<file path="src/rtl/painter_pkg.sv">
// Shared mode encodings and field widths for the LED panel painter.
package painter_pkg;

    localparam int unsigned MODE_W = 2;
    localparam int unsigned RGB_W  = 3;

    localparam logic [MODE_W-1:0] MODE_GRID     = 2'd0;
    localparam logic [MODE_W-1:0] MODE_CHECKER  = 2'd1;
    localparam logic [MODE_W-1:0] MODE_GRADIENT = 2'd2;
    localparam logic [MODE_W-1:0] MODE_BLANK    = 2'd3;

    localparam logic [RGB_W-1:0] RGB_CHECK_ON  = 3'b110;
    localparam logic [RGB_W-1:0] RGB_CHECK_OFF = 3'b001;

endpackage

</file>
<file path="src/rtl/painter_delay.sv">
// Synchronous-reset shift register: DEPTH stages of WIDTH bits.
module painter_delay #(
    parameter int unsigned WIDTH = 3,
    parameter int unsigned DEPTH = 2
) (
    input  logic             clk,
    input  logic             reset,
    input  logic [WIDTH-1:0] din,
    output logic [WIDTH-1:0] dout
);

    if (DEPTH < 1) begin : g_bad_depth
        $error("painter_delay: DEPTH must be at least 1");
    end

    logic [WIDTH-1:0] stage_q [DEPTH];

    always_ff @(posedge clk) begin
        if (reset) begin
            for (int i = 0; i < int'(DEPTH); i++) begin
                stage_q[i] <= '0;
            end
        end else begin
            stage_q[0] <= din;
            for (int i = 1; i < int'(DEPTH); i++) begin
                stage_q[i] <= stage_q[i-1];
            end
        end
    end

    assign dout = stage_q[DEPTH-1];

endmodule

</file>
<file path="src/rtl/painter_pipe.sv">
// Multi-mode pixel painter: pattern from (x, y, frame, subframe) delivered DELAY clocks later.
// Mode changes are only taken on a frame boundary so a frame never mixes patterns.
module painter_pipe
    import painter_pkg::*;
#(
    parameter int unsigned DELAY         = 3,
    parameter int unsigned X_BITS        = 6,
    parameter int unsigned Y_BITS        = 6,
    parameter int unsigned FRAME_BITS    = 10,
    parameter int unsigned SUBFRAME_BITS = 8,
    parameter int unsigned CELL_LOG2     = 3
) (
    input  logic                     clk,
    input  logic                     reset,
    input  logic [FRAME_BITS-1:0]    frame,
    input  logic [SUBFRAME_BITS-1:0] subframe,
    input  logic [X_BITS-1:0]        x,
    input  logic [Y_BITS-1:0]        y,
    input  logic [MODE_W-1:0]        mode_sel,
    output logic [MODE_W-1:0]        mode,
    output logic [RGB_W-1:0]         rgb
);

    if (DELAY < 1 || DELAY > 16) begin : g_bad_delay
        $error("painter_pipe: DELAY must be in 1..16");
    end
    if (FRAME_BITS < SUBFRAME_BITS) begin : g_bad_frame
        $error("painter_pipe: FRAME_BITS must be >= SUBFRAME_BITS");
    end
    if (SUBFRAME_BITS < X_BITS || SUBFRAME_BITS < Y_BITS) begin : g_bad_subframe
        $error("painter_pipe: SUBFRAME_BITS must be >= X_BITS and >= Y_BITS");
    end
    if (CELL_LOG2 >= X_BITS || CELL_LOG2 >= Y_BITS) begin : g_bad_cell
        $error("painter_pipe: CELL_LOG2 must be < X_BITS and < Y_BITS");
    end

    localparam logic [X_BITS-1:0] X_MAX = '1;
    localparam logic [Y_BITS-1:0] Y_MAX = '1;
    localparam logic [X_BITS-1:0] X_ONE = 1;
    localparam logic [Y_BITS-1:0] Y_ONE = 1;

    logic [FRAME_BITS-1:0] frame_q;
    logic                  boundary;
    logic [MODE_W-1:0]     mode_eff;

    assign boundary = (frame != frame_q);
    assign mode_eff = boundary ? mode_sel : mode;

    always_ff @(posedge clk) begin
        if (reset) begin
            frame_q <= '0;
            mode    <= MODE_GRID;
        end else begin
            frame_q <= frame;
            mode    <= mode_eff;
        end
    end

    logic                     grid_r, grid_g, grid_b;
    logic [X_BITS-1:0]        cx;
    logic                     check_c;
    logic [SUBFRAME_BITS-1:0] ir, ig, ib;
    logic [RGB_W-1:0]         pix;

    // A value is a nonzero power of two when clearing its lowest set bit leaves zero.
    assign grid_r = (x != '0) && ((x & (x - X_ONE)) == '0);
    assign grid_g = (y != '0) && ((y & (y - Y_ONE)) == '0);
    assign grid_b = (x == '0) || (y == '0) || (x == X_MAX) || (y == Y_MAX);

    assign cx      = x + frame[X_BITS-1:0];
    assign check_c = cx[CELL_LOG2] ^ y[CELL_LOG2];

    // Scale coordinates up to the full PWM range so the gradient spans all bit-planes.
    assign ir = SUBFRAME_BITS'(x) << (SUBFRAME_BITS - X_BITS);
    assign ig = SUBFRAME_BITS'(y) << (SUBFRAME_BITS - Y_BITS);
    assign ib = frame[SUBFRAME_BITS-1:0];

    always_comb begin
        pix = '0;
        unique case (mode_eff)
            MODE_GRID:     pix = {grid_b, grid_g, grid_r};
            MODE_CHECKER:  pix = check_c ? RGB_CHECK_ON : RGB_CHECK_OFF;
            MODE_GRADIENT: pix = {ib > subframe, ig > subframe, ir > subframe};
            MODE_BLANK:    pix = '0;
        endcase
    end

    logic [RGB_W-1:0] pix_q;

    always_ff @(posedge clk) begin
        if (reset) begin
            pix_q <= '0;
        end else begin
            pix_q <= pix;
        end
    end

    if (DELAY == 1) begin : g_no_delay
        assign rgb = pix_q;
    end else begin : g_delay
        painter_delay #(
            .WIDTH(RGB_W),
            .DEPTH(DELAY - 1)
        ) u_delay (
            .clk  (clk),
            .reset(reset),
            .din  (pix_q),
            .dout (rgb)
        );
    end

endmodule
</file>
<file path="config.mk">
export PLATFORM = sky130hd
export DESIGN_NAME = painter_pipe
export DESIGN_NICKNAME = d
export VERILOG_FILES = /design/src/rtl/painter_pkg.sv /design/src/rtl/painter_delay.sv /design/src/rtl/painter_pipe.sv
export SDC_FILE = /design/constraint.sdc
export NUM_CORES = 1
export LEC_CHECK = 0
export BUFFER_PORTS_ARGS = -buffer_cell sky130_fd_sc_hd__buf_2
export CAP_MARGIN = 20
export CORE_MARGIN = 1.5
export CORE_UTILIZATION = 52
export CTS_CLUSTER_DIAMETER = 100
export DETAILED_ROUTE_END_ITERATION = 10
export PLACE_DENSITY = 0.79
export SLEW_MARGIN = 20
export SYNTH_ARGS = -nofsm -noshare
export SYNTH_HDL_FRONTEND = slang
export SYNTH_HIERARCHICAL = 1
export SYNTH_SLANG_ARGS = --single-unit
</file>
<file path="constraint.sdc">
create_clock -name clk -period 2.38 [get_ports clk]
set_input_delay 0.119 -clock clk [delete_from_list [all_inputs] [get_ports clk]]
set_output_delay 0.119 -clock clk [all_outputs]
set_load 0.01 [all_outputs]
</file>
==> metrics.md <==
| Metric | Value |
|---|---|
| WHS | `between 0.05 and 0.06 ns` |
| Setup-failing EPs final | `0` |
| Slowest CP cell | `mux2i_1` |
| Status | `finished clean` |
| Total CTS buffers | `3` |
| Fin worst setup slack | `0.422 ns` |
| Via-per-instance ratio | `5.61` |
| Seq cells post-synth | `21` |
| Area Growth Syn to Fin | `15.5%` |
| Design Power | `0.755 mW` |
| Synth Area per Inst | `just over 9 sq um` |
| Fin cells | `232` |
| HP Start | `frame[9]` |
| Worst Path Buf+Inv | `0` |
| Setup slack at placement | `0.410 ns` |
| Hold Buf Count CTS | `0` |
| R2r endpoint | `pix_q[0]` |
| CTS sink count | `21` |
| Die area | `3190 sq um` |
| Placed insts | `~230` |
| Final Hold Viols | `0` |
| CP delay by family, top | `multiplexers` |
| Detailed Route WL | `3.17 mm` |
| CP Cell Sequence | `xnor2_1 > nand4_1 > nor3_4 > mux2i_1 > mux2_2 > o2bb2ai_2` |
| Core Area | `2730 sq um` |
| Worst IR drop on VDD | `390 uV` |
| Worst EP arrival | `between 2 and 2.5 ns` |
| H-tree levels | `1` |
| Reg-to-Reg Start | `frame_q[0]` |
| TritonCTS clock tree | `done` |
| Total congestion overflow | `0` |
| Routability cong. | `0.881` |
| DRC | `0` |
| Mapped Area | `1490 sq um` |
| Die Ht | `56.5 microns` |
| Share of cells above drive strength 1 | `between 20% and 30%` |
| Min cycle time layout | `1.96 ns` |
| Finished Cell Area | `about 1700 sq um` |
| DP HPWL | `2.66 mm` |
| RSZ-0062 raised after global routing | `false` |
| Actual slew at the worst max-slew pin | `between 0.4 and 0.5 ns` |
| Vias in the first global route | `1,344` |
| CP required | `2.61 ns` |
| Worst slew margin | `between 70% and 80%` |
| Initial antenna violation count | `0` |
| WHS Endpoint | `frame_q[9]` |
| Static Leak | `0.820 nW` |
| I/O pin count | `39` |
| Setup Fix Bufs, Post-CTS | `0` |
| Drt pass-1 iters | `4` |
| Critical-path maximum fanout | `5` |
| HP Class | `input port to register` |
| Largest net degree at the start of global routing | `22` |
| Util after Layout | `62.9%` |
| Die Width | `56.5 microns` |
| Worst setup SP type | `register` |
| Total GRT Usage | `22.2%` |
| Port bufs | `38` |
| Maximum clock path buffer count | `2` |
| Flop-to-flop setup slack | `0.42 ns` |
| Largest stage delay, worst path | `0.45 ns` |
| # nets final | `roughly 260` |
| PD cells | `439 nW/um^2` |
| Cell variety after synth | `32` |
| Vias | `around 1,300` |
| Post_cts resized | `0` |
| CTS root buffer | `clkbuf_4` |
| Syn Inst Count | `163` |
| Reg2Reg Depth | `6` |
| Setup crit start | `frame_q[0]` |
| Fillers | `226` |
| Net Count, Synth | `219` |
| Diode count | `0` |
| Fmax | `511 MHz` |
| Crit path capture type | `register` |
| Worst Path Class, Setup | `register to register` |
| Post-synth EDFFs | `0` |
| Clk slew on worst S/H paths | `approximately 0.11 ns` |
| Worst Skew | `0.00338 ns` |
| Post-synth ARST share | `0%` |
| Post-synth top flop | `dfxtp_1` |
| Synth Warn # | `6` |
| WHS Path Cells | `2` |
| Final ANT Viol Nets | `0` |
| Routed WL per cell | `13.7 microns` |
| Row cnt | `19` |
| Post-synthesis sequential area ratio | `~28%` |
| Starting Density | `54.5%` |
| First-pass GRT wire length | `approximately 5.6 mm` |
| Max Slew Vio Count | `0` |
| Post-DP Area | `1690 sq um` |
| Max-Cap Viols | `0` |
| Worst skew pair latency | `0.29 ns` |
| Final critical-path share of the clock period | `82.3%` |
| 1st-iter DRT viols | `30` |
| Setup tns final | `0 ns` |
area by class of cell:
type	count	area, sq um	share of cell area [%]
Multi-Input combinational cell	129	1010	58.7
Inverter	9	33.8	1.97
Timing Repair Buffer	38	190	11.1
Clock buffer	3	22.5	1.31
Sequential cell	21	420	24.5
Clock inverter	1	5.00	0.291
Tap cell	31	38.8	2.26
kinds of logic (layout without fill, tap and decap cells):
kind of cell | Yosys count | after routing | synth area share, %
flops | 21 | 21 | 28.2
fa+ha+maj | 22 | 22 | 18.5
compound gates | 31 | 31 | 13.9
simple gates | 53 | 53 | 20.9
xor+xnor | 15 | 15 | 8.82
buf+inv | 13 | 51 | 4.03
mux | 8 | 8 | 5.55
cell usage after synthesis (2+ instances only):
cell	instances	area, sq um
ha_1	22	275
nand2b_1	3	18.8
inv_1	9	33.8
nor2_1	10	37.5
xor2_1	3	26.3
or3_1	3	18.8
a21oi_1	7	35.0
nand4_1	6	37.5
buf_4	3	22.5
a31oi_1	2	12.5
o21ai_0	7	35.0
nand3_1	2	10.0
mux2_2	2	22.5
o31ai_1	2	15.0
dfxtp_1	21	420
xnor2_1	12	105
nor2b_1	18	113
a21o_1	7	52.6
nor4_1	2	12.5
and4_1	2	17.5
nor3_1	4	20.0
mux2i_1	6	60.1
per-layer routing:
| layer | GRT usage, % | up-vias | routed length [microns] |
|---|---|---|---|
| met3 | 2.07 | 16 | 130 |
| li1 | - | 656 | - |
| met2 | 39.2 | 44 | 1540 |
| met1 | 24.5 | 585 | 1340 |
| met4 | 15.6 | 0 | 157 |
| met5 | 0 | - | 0 |
layout by cell type (no fill, tap or decap), types with 2 or more instances in the layout:
cell | Yosys | routed
buf_2 | 0 | 38
ha_1 | 22 | 22
dfxtp_1 | 21 | 21
nor2b_1 | 18 | 18
xnor2_1 | 12 | 12
nor2_1 | 10 | 10
inv_1 | 9 | 9
a21oi_1 | 7 | 7
a21o_1 | 7 | 7
o21ai_0 | 7 | 7
nand4_1 | 6 | 6
mux2i_1 | 6 | 6
nor3_1 | 4 | 4
xor2_1 | 3 | 3
nand2b_1 | 3 | 3
or3_1 | 3 | 3
clkbuf_4 | 0 | 3
nand3_1 | 2 | 2
o31ai_1 | 2 | 2
mux2_2 | 2 | 2
and4_1 | 2 | 2
nor4_1 | 2 | 2
a31oi_1 | 2 | 2
worst max path at each step:
stage | to | slack, ns | depth (start not counted)
floorplan | pix_q[0] | 0.66 | 6
global placement | pix_q[0] | 0.59 | 6
detailed placement | pix_q[0] | 0.41 | 6
CTS | pix_q[0] | 0.41 | 6
global route | pix_q[0] | 0.25 | 6
finish | pix_q[0] | 0.42 | 6
report_power, final:
group | switching (mW) | internal [mW]
clock | 0.101 | 0.0625
sequential | 0.00639 | 0.371
combinational | 0.113 | 0.101
total | 0.220 | 0.534
state kept, by name, indices dropped and copies added (netlist names):
register	cells
mode	2
g_delay.u_delay/stage_q	6
frame_q	10
pix_q	3
(Power assumes the default switching activity.)
